<file path="src/rtl/reg_write_arbiter_if.sv">
// Requester-side and register-side signals of the shared-register write arbiter.
// The master modport is the requester/bench view and the slave modport is the arbiter view.
interface reg_write_arbiter_if #(
  parameter int DW   = 8,
  parameter int NREQ = 4,
  parameter int CW   = 8
);
  localparam int OW = (NREQ > 1) ? $clog2(NREQ) : 1;

  logic [NREQ-1:0]    req;
  logic [NREQ*DW-1:0] wdata;
  logic               clr;
  logic [NREQ-1:0]    gnt;
  logic               clr_ack;
  logic               busy;
  logic               reg_ld;
  logic               reg_rst;
  logic [DW-1:0]      reg_din;
  logic [OW-1:0]      owner;
  logic [CW-1:0]      wr_count;

  modport master (
    output req, wdata, clr,
    input  gnt, clr_ack, busy, reg_ld, reg_rst, reg_din, owner, wr_count
  );

  modport slave (
    input  req, wdata, clr,
    output gnt, clr_ack, busy, reg_ld, reg_rst, reg_din, owner, wr_count
  );
endinterface

</file>
<file path="src/rtl/reg_write_arbiter.sv">
// Round-robin arbiter that shares one load/clear register among NREQ requesters.
// Every output is registered and takes its value from the state being entered.
module reg_write_arbiter #(
  parameter int DW   = 8,
  parameter int NREQ = 4,
  parameter int CW   = 8
) (
  input  logic                 clk,
  input  logic                 rst,
  reg_write_arbiter_if.slave   bus
);
  localparam int OW = (NREQ > 1) ? $clog2(NREQ) : 1;
  localparam logic [OW-1:0] LAST = OW'(NREQ - 1);

  typedef enum logic [1:0] {IDLE, WRITE, CLEAR, ACK} state_t;

  state_t          state, state_next;
  logic [OW-1:0]   ptr, ptr_next;
  logic [OW-1:0]   sel, sel_next;
  logic [OW-1:0]   owner_next;
  logic [OW-1:0]   winner;
  logic            found;
  int unsigned     idx;
  logic [NREQ-1:0] gnt_next;
  logic            ld_next, rst_next, ack_next;
  logic [DW-1:0]   din_next;
  logic [CW-1:0]   cnt_next;

  // The search starts at ptr. Wrap-around is an explicit compare, so NREQ need not be a power of two.
  always_comb begin
    winner = '0;
    found  = 1'b0;
    idx    = 0;
    for (int unsigned k = 0; k < NREQ; k++) begin
      idx = 32'(ptr) + k;
      if (idx >= NREQ) idx = idx - NREQ;
      if (!found && bus.req[idx[OW-1:0]]) begin
        found  = 1'b1;
        winner = idx[OW-1:0];
      end
    end
  end

  always_comb begin
    state_next = state;
    ptr_next   = ptr;
    sel_next   = sel;
    owner_next = bus.owner;
    cnt_next   = bus.wr_count;
    din_next   = bus.reg_din;
    gnt_next   = '0;
    ld_next    = 1'b0;
    rst_next   = 1'b0;
    ack_next   = 1'b0;
    case (state)
      IDLE: begin
        if (bus.clr) begin
          state_next = CLEAR;
          rst_next   = 1'b1;
          ack_next   = 1'b1;
        end else if (found) begin
          state_next       = WRITE;
          sel_next         = winner;
          din_next         = bus.wdata[winner*DW +: DW];
          ld_next          = 1'b1;
          gnt_next[winner] = 1'b1;
        end
      end
      WRITE: begin
        ptr_next   = (sel == LAST) ? '0 : sel + OW'(1);
        owner_next = sel;
        cnt_next   = bus.wr_count + CW'(1);
        state_next = ACK;
      end
      CLEAR:   state_next = ACK;
      ACK:     state_next = IDLE;
      default: state_next = IDLE;
    endcase
  end

  always_ff @(posedge clk) begin
    if (rst) begin
      state        <= IDLE;
      ptr          <= '0;
      sel          <= '0;
      bus.gnt      <= '0;
      bus.clr_ack  <= 1'b0;
      bus.busy     <= 1'b0;
      bus.reg_ld   <= 1'b0;
      bus.reg_rst  <= 1'b0;
      bus.reg_din  <= '0;
      bus.owner    <= '0;
      bus.wr_count <= '0;
    end else begin
      state        <= state_next;
      ptr          <= ptr_next;
      sel          <= sel_next;
      bus.gnt      <= gnt_next;
      bus.clr_ack  <= ack_next;
      bus.busy     <= (state_next != IDLE);
      bus.reg_ld   <= ld_next;
      bus.reg_rst  <= rst_next;
      bus.reg_din  <= din_next;
      bus.owner    <= owner_next;
      bus.wr_count <= cnt_next;
    end
  end
endmodule

</file>
<file path="src/flat_wrapper.sv">
// flat-port wrapper written by rule: the top's interface ports become plain ports
module reg_write_arbiter_flat 
#(
  parameter int DW   = 8,
  parameter int NREQ = 4,
  parameter int CW   = 8
)
  (clk, rst, bus_req, bus_wdata, bus_clr, bus_gnt, bus_clr_ack, bus_busy, bus_reg_ld, bus_reg_rst, bus_reg_din, bus_owner, bus_wr_count);
  reg_write_arbiter_if #(.DW(DW), .NREQ(NREQ), .CW(CW)) bus_i ();
  input  logic clk;
  input  logic rst;
  input wire logic [$bits(bus_i.req)-1:0] bus_req;
  input wire logic [$bits(bus_i.wdata)-1:0] bus_wdata;
  input wire logic [$bits(bus_i.clr)-1:0] bus_clr;
  output wire logic [$bits(bus_i.gnt)-1:0] bus_gnt;
  output wire logic [$bits(bus_i.clr_ack)-1:0] bus_clr_ack;
  output wire logic [$bits(bus_i.busy)-1:0] bus_busy;
  output wire logic [$bits(bus_i.reg_ld)-1:0] bus_reg_ld;
  output wire logic [$bits(bus_i.reg_rst)-1:0] bus_reg_rst;
  output wire logic [$bits(bus_i.reg_din)-1:0] bus_reg_din;
  output wire logic [$bits(bus_i.owner)-1:0] bus_owner;
  output wire logic [$bits(bus_i.wr_count)-1:0] bus_wr_count;
  assign bus_i.req = bus_req;
  assign bus_i.wdata = bus_wdata;
  assign bus_i.clr = bus_clr;
  assign bus_gnt = bus_i.gnt;
  assign bus_clr_ack = bus_i.clr_ack;
  assign bus_busy = bus_i.busy;
  assign bus_reg_ld = bus_i.reg_ld;
  assign bus_reg_rst = bus_i.reg_rst;
  assign bus_reg_din = bus_i.reg_din;
  assign bus_owner = bus_i.owner;
  assign bus_wr_count = bus_i.wr_count;
  reg_write_arbiter #(.DW(DW), .NREQ(NREQ), .CW(CW)) u_core (.clk(clk), .rst(rst), .bus(bus_i));
endmodule
</file>
<file path="config.mk">
export PLATFORM = sky130hd
export DESIGN_NAME = reg_write_arbiter_flat
export DESIGN_NICKNAME = d
export VERILOG_FILES = /design/src/rtl/reg_write_arbiter_if.sv /design/src/rtl/reg_write_arbiter.sv /design/src/flat_wrapper.sv
export SDC_FILE = /design/constraint.sdc
export NUM_CORES = 1
export LEC_CHECK = 0
export ABC_CLOCK_PERIOD_IN_PS = 5400
export CAP_MARGIN = 20
export CORE_MARGIN = 2
export CORE_UTILIZATION = 34
export CTS_BUF_LIST = sky130_fd_sc_hd__clkbuf_16
export CTS_CLUSTER_SIZE = 10
export DETAILED_ROUTE_END_ITERATION = 16
export MAX_ROUTING_LAYER = met4
export PLACE_DENSITY_LB_ADDON = 0.05
export SLEW_MARGIN = 0
export SYNTH_ARGS = -nofsm -noshare
export SYNTH_HDL_FRONTEND = slang
export SYNTH_SLANG_ARGS = --single-unit
export TNS_END_PERCENT = 5
</file>
<file path="constraint.sdc">
create_clock -name clk -period 5.4 [get_ports clk]
set_input_delay 1.08 -clock clk [delete_from_list [all_inputs] [get_ports clk]]
set_output_delay 1.08 -clock clk [all_outputs]
set_load 0.005 [all_outputs]
</file>
==> results.txt <==
----------------------------------------------------
[Clocking]
  Root Driver ... clkbuf_16
  Clock tree from TritonCTS ... built
  Count of clock tree sinks ... 31
  Post-CTS sizing ... 0
  Clock slew at reported path FFs ... 50 ps
  CTS Hold Buffers Added ... 0
  Skew-Pair Late Insertion Delay ... 270 ps
  Post-CTS setup buffers ... 0
  Number of buffers inserted during clock tree synthesis ... 5
  Maximum buffer depth of the clock tree ... 2
  Depth of the CTS H-tree ... 2

[Synth]
  EDFF count, synth ... 0
  Prevailing post-synth register cell ... dfxtp_1
  Synthesis-stage register bit count ... 31
  Area leader, netlist ... dfxtp_1
  Proportion of register bits with asynchronous set or reset after synthesis ... 0
  Synthesized area ... 0.00164 mm^2
  Nets in the synthesized netlist ... 214
  Number of library cell types mapped by synthesis ... 38
  Mean area per synthesized cell ... 9.66 um^2
  Area fraction of the dominant cell type after synthesis ... 0.378
  Instance count of the mapped netlist ... 170
  YS warnings ... 0
  Post-synthesis sequential area ratio ... 0.378
  Cell types with the largest area share after synthesis ... dfxtp_1, a21boi_0, nor4_2

[Place]
  Port Buffer Count ... 64
  HPWL after detailed placement ... 3110 um
  Cells after DPL ... 277
  Final weighted congestion in routability-driven placement ... 0.714

[Setup path]
  Startpoint of the lowest-slack register-to-register path ... u_core.state[1]$_SDFF_PP0_
  Worst path arrival time ... 3160 ps
  CP required ... 5580 ps
  Launching instance or port of the critical path ... bus_req[1]
  CP delay by family, top ... compound AO/OA/AOI/OAI gates
  Worst path slowest cell ... o32a_1
  Critical path start-end classification ... input port to flip-flop
  Type of element launching the critical path ... input port
  CP bufs+invs ... 1
  Critical Path End Type ... flip-flop
  Crit path largest cell delay ... 540 ps
  Crit path cell chain ... clkdlybuf4s50_1 -> a21boi_1 -> o32a_1 -> and2_4 -> a211oi_1 -> nor4_2
  Maximum fanout count along the critical path ... 19

[Run status]
  Outcome ... finished clean

[Power]
  Maximum resistive drop on vdd ... 0.231 mV
  Total chip power ... 0.000996 W
  Leakage power of the design ... 0.884 nW
  Total power per unit cell area ... 405 mW/mm^2

[Detailed routing]
  Detailed router's first-iteration violation count ... 58
  Post-route DRC ... 0
  Final wirelength ... 4170 um
  DRT antenna net count ... 0
  Routed length per placed instance ... 14.6 um
  DR vias ... 1459
  Detailed-router iteration count before antenna repair ... 4
  Via density per instance ... 5.12

[STA]
  Final Setup Violations ... 0
  Final hold vios ... 0
  Worst-case clock skew ... 4.46 ps
  Upper clock frequency limit ... 0.335 GHz
  Unrepaired setup endpoints after global routing ... no
  Final worst hold slack ... 483 ps
  Actual transition at the worst max-transition pin ... 590 ps
  Max-slew violations ... 0
  Final period utilization ... 0.552
  Slew margin rel. ... 0.606
  Min Tclk post-route ... 2980 ps
  Accumulated negative setup slack ... 0 ps

[Hold path]
  Startpoint of the worst hold path ... u_core.bus.wr_count[7]$_SDFFE_PP0N_
  Min-Delay Path Class ... flip-flop to flip-flop

[Run]
  Number of max-cap violations ... 0

[Global route]
  Antenna violations before repair ... 0
  Vias in the first global route ... 1452
  Global Route Usage Sum ... 0.171
  Largest net degree at the start of global routing ... 28
  Wire length of the first global-routing pass ... 6760 um
  Overall overflow remaining after global route ... 0

[Floorplanning]
  Placement Rows ... 25
  Die Area ... 0.00540 mm^2
  Width of the chip ... 73.5 um
  Area of the core ... 0.00469 mm^2
  Total I/O pin count ... 65
  Vert. Die Dim ... 73.5 um
  Starting density of the core ... 0.350

[Finish]
  Final core occ ... 0.524
  # diodes ... 0
  Most common cell after layout, fill and taps aside ... clkdlybuf4s50_1
  Highest-count cells in the layout ignoring fill and taps ... clkdlybuf4s50_1, dfxtp_1, nor2_1
  Final Net Count ... 274
  Share of final-layout standard cells stronger than drive strength 1 ... 0.134
  Final Instance Count excl. Fillers ... 285
  Area added between synthesis and finish ... 49.8%

----------------------------------------------------
## registers in the layout (all words and copies together), names as in the netlist
register,count
u_core.bus.reg_din,8
u_core.state,2
u_core.bus.wr_count,8
u_core.bus.gnt,4
u_core.bus.busy,1
u_core.bus.reg_ld,1
u_core.ptr,2
u_core.bus.owner,2
u_core.sel,2
u_core.bus.clr_ack,1
## metal layers
layer	track usage	part of all wire
met5	-	0
met4	0.0667	0.014
met3	0.0494	0.049
met2	0.273	0.49
met1	0.203	0.44
## worst register-to-register path, delay by kind of cell, from the launching register on
family	cells	cell delay [ps]
AO/OA/AOI/OAI	1	320
adder cells (fa/ha/maj)	1	180
buffers and inverters	1	110
flip-flops	1	290
AND/OR/NAND/NOR	4	1070
## layout make-up
cell class	count	area, um^2
clock inverter	3	63.8
sequential	31	621
tap	54	67.6
multi-input combinational	122	915
inverter	5	18.8
timing repair buffer	65	648
clock buffer	5	125
fill	425	2230
## cells in the mapped netlist, drive strengths merged, types with 2 or more instances
master  instances
a211oi         16
a21boi         17
a21oi           5
and2            2
and3            3
buf             7
clkbuf          5
dfxtp          31
ha              5
inv             5
mux2i           6
nand2           8
nand4           3
nor2           22
nor4           10
o21ai           4
or2             4
or3             3
xor2            4
## power breakdown
part | switching, W | total [W] | internal (W)
Sequential | 0.0000278 | 0.000304 | 0.000277
Combinational | 0.000164 | 0.000333 | 0.000169
Clock | 0.0000954 | 0.000358 | 0.000262
Total | 0.000287 | 0.000995 | 0.000708
## cells by family (layout without fill, tap and decap cells)
family	after synthesis	in the layout	share of synthesized area
adder cells (fa/ha/maj)	5	5	0.0381
flip-flops	31	31	0.378
AND/OR/NAND/NOR	59	59	0.222
multiplexers	6	6	0.0366
AO/OA/AOI/OAI	47	47	0.234
XOR/XNOR	5	5	0.0267
buffers and inverters	17	78	0.0648
## final timing paths
kind | endpoint | slack, ps | cells after the start
worst min register to register | u_core.bus.wr_count[7]$_SDFFE_PP0N_ | 480 | 2
worst max-delay path | u_core.bus.reg_din[0]$_SDFFE_PP0P_ | 2420 | 6
worst min-delay path | u_core.bus.wr_count[7]$_SDFFE_PP0N_ | 480 | 2
worst max register to register | u_core.bus.reg_din[0]$_SDFFE_PP0P_ | 3300 | 7
## through the flow
step,instance area (um^2),setup WS (ps)
after global placement,2270,2200
after CTS,2460,2410
after detailed placement,2270,2110
after floorplan,1640,3040
final,2460,2420
after global routing,2460,2220
Note: power is estimated with default switching activity, not from simulation.
